<file path="src/rtl/mem_arbiter.sv">
// mem_arbiter: two-requester arbiter in front of a single-port synchronous
// memory. Requester 0 is the cpu (c_*), requester 1 is an auxiliary master
// (a_*). At most one memory op is issued per cycle. Read data is returned on
// the rvalid/rdata port of the requester that issued it, two cycles after
// the accept.
//
// Arbitration:
//   default                 fixed priority to the cpu. A starvation counter
//                           forces the aux requester to win once it has lost
//                           MAX_WAIT consecutive cycles.
//   MEM_ARBITER_RR_EN       round-robin. A 1-bit pointer selects the preferred
//                           requester on contention. After every grant the
//                           pointer moves to the other requester.
//
// Ports:
//   clk, rst_n                clock; asynchronous active-low reset
//   c_req/c_we/c_addr/c_wdata cpu command, held stable until c_gnt
//   c_gnt                     cpu command accepted this cycle (combinational)
//   c_rvalid/c_rdata          cpu read return; rdata holds between returns
//   a_*                       aux equivalents of the c_* ports
//   mem_re/mem_we             registered memory strobes
//   memaddr/wmemdata          registered memory address / write data
//   rmemdata                  memory read data, valid the cycle after mem_re
module mem_arbiter #(
  parameter int AWIDTH   = 16,
  parameter int DWIDTH   = 16,
  parameter int MAX_WAIT = 8
) (
  input  logic              clk,
  input  logic              rst_n,
  input  logic              c_req,
  input  logic              c_we,
  input  logic [AWIDTH-2:0] c_addr,
  input  logic [DWIDTH-1:0] c_wdata,
  output logic              c_gnt,
  output logic              c_rvalid,
  output logic [DWIDTH-1:0] c_rdata,
  input  logic              a_req,
  input  logic              a_we,
  input  logic [AWIDTH-2:0] a_addr,
  input  logic [DWIDTH-1:0] a_wdata,
  output logic              a_gnt,
  output logic              a_rvalid,
  output logic [DWIDTH-1:0] a_rdata,
  output logic              mem_re,
  output logic              mem_we,
  output logic [AWIDTH-2:0] memaddr,
  output logic [DWIDTH-1:0] wmemdata,
  input  logic [DWIDTH-1:0] rmemdata
);

  logic              win_a;      // aux wins arbitration this cycle
  logic              tag_p1;     // requester id of the op now on mem_*
  logic [DWIDTH-1:0] c_rdata_q;
  logic [DWIDTH-1:0] a_rdata_q;

`ifdef MEM_ARBITER_RR_EN
  logic rr_ptr;                  // 0 = cpu preferred, 1 = aux preferred

  always_comb begin
    win_a = a_req;
    if (c_req && a_req) win_a = rr_ptr;
  end

  always_ff @(posedge clk or negedge rst_n) begin
    if (!rst_n) begin
      rr_ptr <= 1'b0;
    end else if (c_gnt || a_gnt) begin
      rr_ptr <= ~win_a;
    end
  end
`else
  localparam logic [7:0] MAX_W = 8'(MAX_WAIT);

  logic [7:0] wait_cnt;

  function automatic logic [7:0] sat_inc(input logic [7:0] v);
    return (v >= MAX_W) ? MAX_W : v + 8'd1;
  endfunction

  always_comb begin
    win_a = a_req && (!c_req || (wait_cnt == MAX_W));
  end

  // Counts consecutive cycles the aux request has been held and refused.
  always_ff @(posedge clk or negedge rst_n) begin
    if (!rst_n) begin
      wait_cnt <= '0;
    end else if (a_req && !a_gnt) begin
      wait_cnt <= sat_inc(wait_cnt);
    end else begin
      wait_cnt <= '0;
    end
  end
`endif

  // Grants are forced low while reset is asserted.
  assign a_gnt = rst_n & win_a;
  assign c_gnt = rst_n & c_req & ~win_a;

  // Stage p1: winning command registered onto the memory interface.
  // memaddr/wmemdata hold on idle cycles.
  always_ff @(posedge clk or negedge rst_n) begin
    if (!rst_n) begin
      mem_re   <= 1'b0;
      mem_we   <= 1'b0;
      memaddr  <= '0;
      wmemdata <= '0;
      tag_p1   <= 1'b0;
    end else begin
      mem_re <= 1'b0;
      mem_we <= 1'b0;
      if (c_gnt) begin
        mem_re   <= ~c_we;
        mem_we   <= c_we;
        memaddr  <= c_addr;
        wmemdata <= c_wdata;
        tag_p1   <= 1'b0;
      end else if (a_gnt) begin
        mem_re   <= ~a_we;
        mem_we   <= a_we;
        memaddr  <= a_addr;
        wmemdata <= a_wdata;
        tag_p1   <= 1'b1;
      end
    end
  end

  // Stage p2: mem_re is the read-valid of stage p1. It is routed by tag_p1
  // to the rvalid of the requester that issued the read. The memory drives
  // rmemdata during the rvalid cycle. That value is passed straight through,
  // then captured so that rdata holds until the next return.
  always_ff @(posedge clk or negedge rst_n) begin
    if (!rst_n) begin
      c_rvalid  <= 1'b0;
      a_rvalid  <= 1'b0;
      c_rdata_q <= '0;
      a_rdata_q <= '0;
    end else begin
      c_rvalid <= mem_re & ~tag_p1;
      a_rvalid <= mem_re & tag_p1;
      if (c_rvalid) c_rdata_q <= rmemdata;
      if (a_rvalid) a_rdata_q <= rmemdata;
    end
  end

  assign c_rdata = c_rvalid ? rmemdata : c_rdata_q;
  assign a_rdata = a_rvalid ? rmemdata : a_rdata_q;

endmodule

</file>
<file path="config.mk">
export PLATFORM = sky130hd
export DESIGN_NAME = mem_arbiter
export DESIGN_NICKNAME = d
export VERILOG_FILES = /design/src/rtl/mem_arbiter.sv
export SDC_FILE = /design/constraint.sdc
export NUM_CORES = 1
export LEC_CHECK = 0
export ABC_CLOCK_PERIOD_IN_PS = 3500
export CAP_MARGIN = 20
export CORE_UTILIZATION = 47
export CTS_CLUSTER_DIAMETER = 60
export CTS_CLUSTER_SIZE = 10
export DETAILED_ROUTE_END_ITERATION = 7
export HOLD_SLACK_MARGIN = 0.06
export PLACE_DENSITY_LB_ADDON = 0.25
export SLEW_MARGIN = 40
export SYNTH_ARGS = -nofsm -noshare
export SYNTH_HDL_FRONTEND = slang
export SYNTH_SLANG_ARGS = --single-unit
export TNS_END_PERCENT = 30
</file>
<file path="constraint.sdc">
create_clock -name clk -period 3.5 [get_ports clk]
set_clock_uncertainty 0.2 [all_clocks]
set_input_delay 0.35 -clock clk [delete_from_list [all_inputs] [get_ports clk]]
set_output_delay 0.35 -clock clk [all_outputs]
set_load 0.01 [all_outputs]
</file>
==> results of run 1 <==
## critical path, cell delays in order
cell and delay (ns):
dlygate4sd3_1 0.52, buf_4 0.46, nand2_1 0.20, a31oi_4 0.19
clkdlybuf4s50_1 0.59
## Yosys cell counts (all sizes together) (2+ instances only)
cell type / instances / area, um2
ha: 2 / 25.0
clkbuf: 28 / 105
inv: 6 / 22.5
a21o: 31 / 233
nand2: 3 / 11.3
o211ai: 31 / 233
a211o: 31 / 272
o21ai: 3 / 15.0
dfrtp: 76 / 1900
mux2: 32 / 360
and4b: 31 / 310
nor4: 32 / 200
nor2: 5 / 18.8
buf: 13 / 86.3
## cell type report
class	instances	area (um2)	area share (%)
tap	102	128	2.25
multi-input combinational	219	1820	32.0
clock inverter	6	93.8	1.65
timing repair buffer	161	1580	27.8
sequential	76	1900	33.5
inverter	6	22.5	0.396
clock buffer	10	138	2.42
## metal layers
| layer | vias up | wire length [um] | track usage, % |
|---|---|---|---|
| met3 | 19 | 814 | 7.32 |
| met1 | 1679 | 4470 | 31.7 |
| met2 | 145 | 5190 | 41.8 |
| met4 | 0 | 182 | 8.72 |
| met5 | - | 0 | 0 |
| li1 | 1590 | - | - |
## final timing paths
path	slack [ns]	to	cells past startpoint
setup / recovery	0.62	c_gnt	5
hold / removal	0.21	mem_we	3
hold reg to reg	0.27	c_rvalid	1
min in group asynchronous	0.33	c_rdata_q[3]	2
max in group asynchronous	1.92	wait_cnt[2]	3
setup reg to reg	1.16	memaddr[12]	6
## sequential cells by signal (all words and copies together), names as in the netlist, 8 cells and up
register	count
wmemdata	16
c_rdata_q	16
a_rdata_q	16
wait_cnt	8
memaddr	15
## stage by stage
stage | utilization (%) | setup slack, ns | cell area, um2 | hold WS [ns] | cells
global route | 72.1 | 0.454 | 5680 | 0.188 | 580
floorplan | - | 1.54 | 3930 | -0.146 | 342
detailed placement | 69.0 | 1.14 | 5440 | 0.169 | 563
CTS | 72.1 | 0.588 | 5680 | 0.194 | 580
global placement | 69.0 | 1.18 | 5440 | 0.159 | 563
finish | 72.1 | 0.618 | 5680 | 0.209 | 580
## power by group through the flow
stage / logic [mW] / registers, mW / clock network [mW]
finish: 0.896 / 1.12 / 0.767
global route: 0.958 / 1.13 / 0.823
CTS: 0.903 / 1.12 / 0.781
detailed placement: 0.899 / 1.14 / 0
global placement: 0.872 / 1.12 / 0
floorplan: 0.374 / 1.13 / 0
## cell families after synthesis
logic type	synth area share [%]
compound gates	20.8
simple gates	15.0
flops	48.6
buf+inv	5.47
mux	9.21
fa+ha+maj	0.639
other cells	0.0958
xor+xnor	0.224
## placed cells by master, fill, tap and decap left out, types with 2 or more instances in the layout
| cell | instances |
|---|---|
| clkdlybuf4s50_1 | 149 |
| dfrtp_1 | 76 |
| nor4_1 | 32 |
| mux2_2 | 32 |
| and4b_1 | 31 |
| a21o_1 | 31 |
| o211ai_1 | 31 |
| a211o_1 | 31 |
| clkbuf_8 | 10 |
| buf_4 | 9 |
| inv_1 | 5 |
| nor2_1 | 5 |
| conb_1 | 4 |
| nand2_1 | 3 |
| o21ai_0 | 2 |
| ha_1 | 2 |
| bufinv_16 | 2 |
| inv_6 | 2 |
| buf_2 | 2 |
==> flow_metrics.py, run 1 <==
metrics = {
    "worst_setup_path": {
        "cp_max_fo": 45,
        "criticalPathCategory": "input pin to primary output",
        "crit_required_ns": 2.95,
        "worst_setup_path_start_kind": "input pin",
        "timing.critical_path.from": "rst_n",
        "end_kind": "primary output",
        "timing.rr.start": "wait_cnt[0]",
        "crit_arrival_ns": 2.33,
    },
    "routing": {
        "avgRoutedWirePerCell_um": 18.4,
        "drc": 0,
        "drt_pre_antenna_iters": 4,
        "detailroute.via_count": 3433,
        "dr.first_iter.drc_count": 124,
        "drt-vias-per-instance": 5.92,
        "wl_mm": 10.7,
        "route.antenna.remaining_nets": 0,
    },
    "yosys": {
        "synth_cell_types": 31,
        "yosys_register_bits": 76,
        "synth.yosys.seq_area_share_pct": 48.6,
        "post_synth.cell_area_avg_um2": 11.5,
        "synthCells": 339,
        "synth-edff-count": 0,
        "post_synth_instance_area_um2": 3910,
        "synthFlopType": "dfrtp_1",
        "ys_warn_count": 0,
        "postSynth.asyncResetShare_pct": 100,
    },
    "sta": {
        "timing.final.crit_share_pct": 82.3,
        "grt_setup_unrepaired": "no",
        "fin_crit_ns": 2.88,
        "fin_setup_tns_ns": 0,
        "final_hold_viol_count": 0,
        "slew-limit-headroom_pct": 49.0,
        "final_max_slew_viol_count": 0,
        "setup_viol": 0,
        "transition_time_at_the_pin_with_the_least_slew_margin_ns": 0.762,
        "clock.fmax_ghz": 0.347,
    },
    "floorplan": {
        "core.rowCount": 32,
        "effective_utilization_at_floorplan_pct": 49.6,
        "dieHeight_um": 93.3,
        "fp.dieW_um": 93.3,
        "floorplan.core_area_um2": 7890,
        "top_level_ports": 153,
        "floorplan.die_area_um2": 8700,
    },
    "power": {
        "switching_share_pct": 27.6,
        "static-leakage-power_nw": 2.61,
        "switchingPower_uw": 766,
        "vdd_drop_max_v": 0.000186,
        "totalPowerFinal_mw": 2.78,
        "power.sequential.fraction_pct": 40.1,
        "cell_internal_pwr_mw": 2.01,
        "comb_power_share_pct": 32.3,
        "power.clock.fraction_pct": 27.6,
        "p_per_area_nw_per_um2": 489,
    },
    "grt": {
        "grt_use_total_pct": 25.3,
        "maximum_number_of_pins_on_one_net_before_global_route_repair": 57,
        "grt_first_pass_wirelength_mm": 17.0,
        "global_route.overflow_total": 0,
        "vias_in_the_first_global_route": 3444,
        "antenna_found_initial": 0,
    },
    "hold_path": {
        "hold_class": "input pin to flop",
        "hold_path.startpoint": "a_req",
    },
    "cts": {
        "clock_tree_from_tritoncts": "yes",
        "worstSkewPairLatency_ns": 0.35,
        "cts_buffer_depth": 2,
        "ctsResizeCount": 0,
        "cts.repair_timing.setup_buffer_count": 0,
        "path_clk_slew_ns": 0.09,
        "h-tree-depth": 3,
        "numCtsBuffers": 9,
        "clockRootBuffer": "clkbuf_8",
        "cts_hold_buffers": 1,
        "cts.sinks": 76,
    },
    "layout": {
        "final_layout_size_suffix_gt1_share_pct": 13.2,
        "filler_cell_count": 572,
        "diodes": 0,
        "area_growth_pct": 45.2,
        "design.final.nets": 559,
    },
    "placed_design": {
        "port-buffer-count": 152,
        "routabilityCongestion": 0.714,
        "post-dp-hpwl_mm": 7.16,
    },
    "status": {
        "status": "finished, final reports clean",
    },
    "job": {
        "drv.max_cap_violation_count": 0,
    },
}
No activity file was read; power rests on OpenSTA's default activity.
==> inputs of run 2 (changes only) <==
--- a/config.mk
+++ b/config.mk
@@ -5,9 +5,9 @@
 export SDC_FILE = /design/constraint.sdc
 export NUM_CORES = 1
 export LEC_CHECK = 0
-export ABC_CLOCK_PERIOD_IN_PS = 3500
+export ABC_CLOCK_PERIOD_IN_PS = 3000
 export CAP_MARGIN = 20
-export CORE_UTILIZATION = 47
+export CORE_UTILIZATION = 44
 export CTS_CLUSTER_DIAMETER = 60
 export CTS_CLUSTER_SIZE = 10
 export DETAILED_ROUTE_END_ITERATION = 7
==> constraint.sdc (replaced) <==
create_clock -name clk -period 3 [get_ports clk]
set_clock_uncertainty 0.2 [all_clocks]
set_input_delay 0.3 -clock clk [delete_from_list [all_inputs] [get_ports clk]]
set_output_delay 0.3 -clock clk [all_outputs]
set_load 0.01 [all_outputs]
==> flow_metrics.py, run 2 (synthesized netlist as in run 1, its figures left out) <==
metrics = {
    "status": {
        "status": "finished, final reports clean",
    },
    "floorplan": {
        "floorplan.die_area_um2": 9280,
        "dieHeight_um": 96.3,
        "effective_utilization_at_floorplan_pct": 45.1,
        "floorplan.core_area_um2": 8680,
        "top_level_ports": 153,
        "fp.dieW_um": 96.3,
        "core.rowCount": 34,
    },
    "routing": {
        "drt-vias-per-instance": 5.72,
        "dr.first_iter.drc_count": 112,
        "route.antenna.remaining_nets": 0,
        "wl_mm": 10.3,
        "drc": 0,
        "drt_pre_antenna_iters": 4,
        "detailroute.via_count": 3358,
        "avgRoutedWirePerCell_um": 17.5,
    },
    "power": {
        "p_per_area_nw_per_um2": 553,
        "totalPowerFinal_mw": 3.15,
        "vdd_drop_max_v": 0.000212,
        "static-leakage-power_nw": 2.61,
    },
    "sta": {
        "timing.final.crit_share_pct": 87.8,
        "fin_crit_ns": 2.63,
        "setup_viol": 0,
        "timing.final.ws_setup_ns": 0.366,
        "transition_time_at_the_pin_with_the_least_slew_margin_ns": 0.693,
        "final_hold_viol_count": 0,
        "clock.fmax_ghz": 0.380,
        "slew-limit-headroom_pct": 53.8,
        "final_max_slew_viol_count": 0,
        "fin_setup_tns_ns": 0,
        "grt_setup_unrepaired": "no",
    },
    "hold_path": {
        "hold_class": "input pin to flop",
    },
    "layout": {
        "diodes": 0,
        "final_cell_count_no_fill": 587,
        "top_regs": "a_rdata_q: 16 flops, c_rdata_q: 16 flops, wmemdata: 16 flops",
        "final_cell_mix": "clkdlybuf4s50_1 (149), dfrtp_1 (76), nor4_1 (32), mux2_2 (32)",
        "finish.utilization_pct": 65.6,
        "design.final.nets": 560,
        "final_layout_size_suffix_gt1_share_pct": 13.2,
        "filler_cell_count": 727,
        "area_growth_pct": 45.4,
        "layout.cells.most_common": "clkdlybuf4s50_1",
    },
    "cts": {
        "numCtsBuffers": 9,
        "clockRootBuffer": "clkbuf_8",
        "h-tree-depth": 3,
        "cts.sinks": 76,
        "cts_buffer_depth": 2,
        "clock_tree_from_tritoncts": "yes",
        "worstSkewPairLatency_ns": 0.35,
        "path_clk_slew_ns": 0.08,
        "cts.repair_timing.setup_buffer_count": 0,
    },
    "job": {
        "drv.max_cap_violation_count": 0,
    },
    "placed_design": {
        "placed_cells_incl_taps": 570,
        "post-dp-hpwl_mm": 6.92,
        "routabilityCongestion": 0.765,
        "pre_cts_slack_ns": 0.768,
        "port-buffer-count": 152,
    },
    "worst_setup_path": {
        "cp_max_fo": 3,
        "crit_arrival_ns": 2.13,
        "crit_required_ns": 2.50,
        "end_kind": "primary output",
        "worst_setup_path_start_kind": "flop",
        "criticalPathCategory": "flop to primary output",
    },
    "grt": {
        "vias_in_the_first_global_route": 3264,
        "global_route.overflow_total": 0,
        "grt_use_total_pct": 22.6,
        "grt_first_pass_wirelength_mm": 16.0,
        "maximum_number_of_pins_on_one_net_before_global_route_repair": 58,
        "antenna_found_initial": 0,
    },
}
## run 2: worst paths after layout
| check | start | to | slack [ns] | depth (start not counted) |
|---|---|---|---|---|
| min in group asynchronous | rst_n | mem_re | 0.24 | 2 |
| hold reg to reg | tag_p1 | c_rvalid | 0.26 | 1 |
| setup / recovery | wait_cnt[6] | a_gnt | 0.37 | 4 |
| hold / removal | c_req | wait_cnt[3] | 0.19 | 3 |
| setup reg to reg | wait_cnt[0] | memaddr[5] | 0.83 | 6 |
| max in group asynchronous | rst_n | c_rdata_q[14] | 1.10 | 4 |
## run 2: per-stage QoR
stage                     hold WS, ns  area, um2
after floorplan                -0.196       3930
after global placement         0.0228       5470
after detailed placement       0.0332       5470
after CTS                       0.191       5690
after global routing            0.218       5690
final                           0.191       5690
## run 2: report_power, final
group | switching (mW) | internal (mW) | total (mW)
clock | 0.404 | 0.413 | 0.817
sequential | 0.0754 | 1.22 | 1.30
combinational | 0.404 | 0.631 | 1.03
## run 2: layout make-up
class                      instances  area (um2)  share of cell area (%)
sequential                        76        1900                    33.4
tap                              108         135                    2.38
clock buffer                      10         138                    2.42
inverter                           6        22.5                   0.396
clock inverter                     6        71.3                    1.25
timing repair buffer             162        1600                    28.1
multi-input combinational        219        1820                    32.0
## run 2: layer usage
layer	wire [um]	global-route usage, %	part of all wire, %
met3	869	6.24	8.4
met4	115	7.35	1.1
met5	0	0	0
met1	4340	27.9	42
met2	4960	38.1	48
## run 2: timing repair
item	CTS	global route
gates resized for setup	0	0
hold endpoints to repair	22	0
hold buffers	1	0
## run 2: worst max-delay path, cell delays in order, from the launching register on
cell and delay, ns:
dfrtp_1 0.38, nor4_1 0.54, a21oi_1 0.20, nor2_1 0.12, clkdlybuf4s50_1 0.54
